### config.mk
export PLATFORM = sky130hd
export DESIGN_NAME = fetch_seq
export DESIGN_NICKNAME = d
export VERILOG_FILES = /design/src/rtl/ecu_pkg.sv /design/src/rtl/fetch_seq.sv
export SDC_FILE = /design/constraint.sdc
export NUM_CORES = 1
export LEC_CHECK = 0
export CAP_MARGIN = 0
export CORE_AREA = 2 2 85 87
export CTS_BUF_LIST = sky130_fd_sc_hd__clkbuf_8
export CTS_CLUSTER_SIZE = 12
export DETAILED_ROUTE_END_ITERATION = 10
export DIE_AREA = 0 0 87 89
export PLACE_DENSITY = 0.76
export SYNTH_ARGS = -nofsm -noshare
export SYNTH_HDL_FRONTEND = slang
export SYNTH_SLANG_ARGS = --single-unit
### constraint.sdc
create_clock -name clk -period 3.07 [get_ports clk]
set_input_delay 0.4605 -clock clk [delete_from_list [all_inputs] [get_ports clk]]
set_output_delay 0.4605 -clock clk [all_outputs]
set_load 0.01 [all_outputs]
### src/rtl/ecu_pkg.sv
// ecu_pkg: definitions shared by the ECU front end (fetch sequencer and ir).
//   fetch_state_e : fetch sequencer states
//   len_of()      : operand-byte count encoded in an opcode
//   LANE_*        : byte lanes of the packed 32-bit instruction word
//   lane_lsb()    : bit offset of a byte lane inside the packed word
package ecu_pkg;

  typedef enum logic [1:0] {
    S_OP    = 2'd0,
    S_OPND  = 2'd1,
    S_ISSUE = 2'd2
  } fetch_state_e;

  localparam int BYTE_W = 8;

  localparam logic [1:0] LANE_OP = 2'd0;
  localparam logic [1:0] LANE_D1 = 2'd1;
  localparam logic [1:0] LANE_D2 = 2'd2;
  localparam logic [1:0] LANE_D3 = 2'd3;

  // Operand count lives in the two top opcode bits.
  function automatic logic [1:0] len_of(input logic [7:0] opcode);
    return opcode[7:6];
  endfunction

  function automatic int lane_lsb(input logic [1:0] lane);
    return int'(lane) * BYTE_W;
  endfunction

endpackage

### src/rtl/fetch_seq.sv
// fetch_seq: instruction fetch sequencer.
// Reads the opcode and its operand bytes one at a time from byte-wide program
// memory, packs them into a 32-bit word and presents it to the instruction
// register through the raw/len/we write interface.
//
// Ports:
//   clk, rst            clock; synchronous active-low reset
//   mem_req, mem_addr   byte read request / address (addr held until acked)
//   mem_data, mem_ack   read data / completion (a byte moves when req & ack)
//   pc_load, pc_in      fetch redirect and its target
//   ir_ready            downstream accepts an instruction this cycle
//   raw, len, insn_pc   packed instruction, operand count, opcode address
//   we                  one-cycle write strobe into ir
//
// Handshakes: a memory byte transfers on a rising edge with mem_req and
// mem_ack both high; an instruction transfers on a rising edge with we high,
// and we is only raised while ir_ready is high.
module fetch_seq
  import ecu_pkg::*;
#(
  parameter int            AW       = 16,
  parameter logic [AW-1:0] RESET_PC = '0
) (
  input  logic          clk,
  input  logic          rst,
  output logic          mem_req,
  output logic [AW-1:0] mem_addr,
  input  logic [7:0]    mem_data,
  input  logic          mem_ack,
  input  logic          pc_load,
  input  logic [AW-1:0] pc_in,
  input  logic          ir_ready,
  output logic [31:0]   raw,
  output logic [1:0]    len,
  output logic          we,
  output logic [AW-1:0] insn_pc
);

  fetch_state_e  state_q, state_d;
  logic [AW-1:0] pc_q, pc_d;
  logic [31:0]   raw_q, raw_d;
  logic [1:0]    len_q, len_d;
  logic [AW-1:0] insn_pc_q, insn_pc_d;
  logic [1:0]    cnt_q, cnt_d;

  always_ff @(posedge clk) begin
    if (!rst) begin
      state_q   <= S_OP;
      pc_q      <= RESET_PC;
      raw_q     <= '0;
      len_q     <= '0;
      insn_pc_q <= '0;
      cnt_q     <= '0;
    end else begin
      state_q   <= state_d;
      pc_q      <= pc_d;
      raw_q     <= raw_d;
      len_q     <= len_d;
      insn_pc_q <= insn_pc_d;
      cnt_q     <= cnt_d;
    end
  end

  always_comb begin
    state_d   = state_q;
    pc_d      = pc_q;
    raw_d     = raw_q;
    len_d     = len_q;
    insn_pc_d = insn_pc_q;
    cnt_d     = cnt_q;
    mem_req   = 1'b0;
    we        = 1'b0;

    if (!rst) begin
      // Outputs stay quiet while reset is asserted; the flops reset on the edge.
    end else if (pc_load) begin
      // Redirect wins over everything, including an ack landing this cycle.
      pc_d    = pc_in;
      state_d = S_OP;
      raw_d   = '0;
      len_d   = '0;
      cnt_d   = '0;
    end else begin
      unique case (state_q)
        S_OP: begin
          mem_req = 1'b1;
          if (mem_ack) begin
            raw_d     = {24'h0, mem_data};
            len_d     = len_of(mem_data);
            insn_pc_d = pc_q;
            pc_d      = pc_q + AW'(1);
            if (len_of(mem_data) == 2'd0) begin
              state_d = S_ISSUE;
            end else begin
              state_d = S_OPND;
              cnt_d   = LANE_D1;
            end
          end
        end
        S_OPND: begin
          mem_req = 1'b1;
          if (mem_ack) begin
            // cnt doubles as the byte lane the operand lands in.
            raw_d[lane_lsb(cnt_q) +: BYTE_W] = mem_data;
            pc_d = pc_q + AW'(1);
            if (cnt_q == len_q) begin
              state_d = S_ISSUE;
            end else begin
              cnt_d = cnt_q + 2'd1;
            end
          end
        end
        S_ISSUE: begin
          we = ir_ready;
          if (ir_ready) begin
            state_d = S_OP;
          end
        end
        default: begin
          state_d = S_OP;
        end
      endcase
    end
  end

  assign mem_addr = rst ? pc_q : RESET_PC;
  assign raw      = raw_q;
  assign len      = len_q;
  assign insn_pc  = insn_pc_q;

endmodule
==> run summary <==
Hold endpoint: insn_pc[1]
Commonest non-fill, non-tap cell in the layout: clkdlybuf4s50_1
Most frequent cells in the layout: clkdlybuf4s50_1, dfxtp_1, nand2_1
Vias in the first global route: 2,673
Starting Density: 44.9%
Setup TNS: 0 ns
Number of core rows: 30
Reg2reg path depth: 7
Worst slew pin tran: 0.628 ns
Final Max Tran Viols: 0
CTS clk-pin slew, worst paths: 0.07 ns
Pwr dens: 446 nW/µm²
Min-delay worst type: flop to flop
Crit. Startpoint: rst
Min-delay src: insn_pc[1]
Ys async rst share: 0%
Post-synth top area share: 46.4%
# H-tree levels: 3
Synthesized area per cell: 9.04 µm²
Synth top area cells: dfxtp_1, nand2_1, a22o_1, a22oi_1, a21boi_0
EDFF count, synth: 0
P&R area growth vs syn: 41.4%
Die Y: 89 µm
Total grt overflow: 0
CTS tree: done
Relative slew slack: 58.0%
Critical path class: input pin to output pin
Tcrit/Tclk final: 79.7%
CTS Buffer Depth: 2
CTS resizes: 0
Root buf cell: clkbuf_8
# DRC: 0
DIE AREA: 7740 µm²
Total CTS buffers: 9
Via count: 2,759
Status: completed
Dpl hpwl: 5560 µm
Min cycle time layout: 2.45 ns
LEAKAGE: 1.54 nW
FF-to-FF Start: cnt_q[0]
Cell taking the most area after synthesis: dfxtp_1
Fin nets: 466
Critical path data required time: 2.61 ns
Max Cap Viol: 0
#FFs+latches synth: 70
Routed WL: 7790 µm
Startpoint types: input pin
Critical path peak fanout: 10
Non-filler cells, final: 515
Via density: 5.36
Die width: 87 µm
Drt first pass iters: 4
Final ANT Viol Nets: 0
Hold buffers post-CTS: 0
Reg2Reg Setup Slack: 1.04 ns
Skew final: 0.00400 ns
Distinct cells, synth: 41
Worst skew pair latency: 0.34 ns
RSZ-0062 raised after global routing: false
Hold path depth: 2
Share of layout cells above drive strength 1: 5.98%
Overall Global Routing Usage: 21.1%
Initial antenna violation count: 0
Wire length per cell: 15.1 µm
Setup bufs post-CTS: 0
Hold Violations, Final: 0
Ports: 97
First-pass GRT wire length: 12,900 µm
Synth Warn #: 0
CP arrival: 1.99 ns
Synth Instances: 334
Port bufs: 96
Final number of setup-violating endpoints: 0
Peak VDD IR: 0.000227 V
Sequential area share after synthesis: 46.4%
Max Clk Rate: 409 MHz
GPL Wtd Cong: 0.759
Core Region: 6720 µm²
Syn Nets: 369
Reg2reg end: raw[27]
Endpoint class of the critical path: output pin
Diode count: 0
Number of DRC markers in iteration 0: 100
Dpl cells: 500
# clock sinks: 70
Fill count: 570
Syn Std Cell Area: 3020 µm²
Most used DFF post-synth: dfxtp_1
Largest net degree at the start of global routing: 42
worst max-delay path by stage:
stage | to | slack [ns] | depth (start not counted)
4_1_cts | we | 0.62 | 5
3_5_place_dp | pc_q[15] | 0.45 | 5
2_1_floorplan | raw[24] | 1.05 | 7
5_1_grt | we | 0.53 | 5
6_report | we | 0.62 | 5
3_3_place_gp | pc_q[15] | 0.51 | 5
critical path, cell delays in order:
cell and delay, ns:
clkdlybuf4s50_1 0.53, buf_4 0.18, nand4_1 0.13, nor2_1 0.13, clkdlybuf4s50_1 0.54
power by group:
group / total (W) / switching, W / internal [W]
Combinational: 0.000231 / 0.000111 / 0.000120
Clock: 0.000701 / 0.000319 / 0.000381
Sequential: 0.000973 / 0.0000365 / 0.000936
Total: 0.00190 / 0.000467 / 0.00144
layer usage:
metal / up-vias / global-route usage, % / share of wire, %
met3: 17 / 5.36 / 6.4
met5: - / 0 / 0
met1: 1277 / 25.3 / 43
met2: 86 / 35.6 / 48
li1: 1379 / - / -
met4: 0 / 9.94 / 2.2
sequential cells by signal, indices dropped and copies added (netlist names):
| register | cells |
|---|---|
| raw | 32 |
| insn_pc | 16 |
| pc_q | 16 |
| cnt_q | 2 |
| len | 2 |
| state_q | 2 |
kinds of logic (layout without fill, tap and decap cells):
logic type / count (synthesis) / count (layout) / synth area share [%]
buffers and inverters: 27 / 128 / 3.65
AND/OR/NAND/NOR: 122 / 122 / 21.4
AO/OA/AOI/OAI: 92 / 92 / 21.0
adder cells (fa/ha/maj): 6 / 6 / 2.49
XOR/XNOR: 16 / 16 / 4.64
flip-flops: 70 / 70 / 46.4
multiplexers: 1 / 1 / 0.332
cells in the mapped netlist (4+ instances only):
library cell	n
nor2_1	20
clkbuf_1	16
nand4_1	8
nor4_1	6
a22o_1	16
a22oi_1	16
inv_1	7
o21ai_0	18
a21oi_1	15
and2_1	16
xnor2_1	12
xor2_1	4
nor3_1	5
dfxtp_1	70
nand2_1	44
nand3_1	7
ha_1	6
a21boi_0	14
per-stage QoR:
step | util (%) | setup slack, ns | power (W) | hold WS [ns] | cell area, µm²
6_report | 63.5 | 0.624 | 0.00190 | 0.465 | 4270
5_1_grt | 63.5 | 0.527 | 0.00198 | 0.480 | 4270
4_1_cts | 63.5 | 0.617 | 0.00192 | 0.469 | 4270
3_5_place_dp | 60.8 | 0.454 | 0.00122 | 0.458 | 4080
3_3_place_gp | 60.8 | 0.513 | 0.00122 | 0.441 | 4080
2_1_floorplan | - | 1.05 | 0.00110 | 0.447 | 3020
area by class of cell:
type	count	area (µm²)	area share, %
clock buffers	10	138	3.23
clock inverters	5	45.0	1.06
inverters	8	30.0	0.704
multi-input cells	237	1510	35.4
flip-flops and latches	70	1400	32.8
well taps	80	100	2.35
repair buffers	105	1040	24.4
Power figures use the tool's default switching activity.
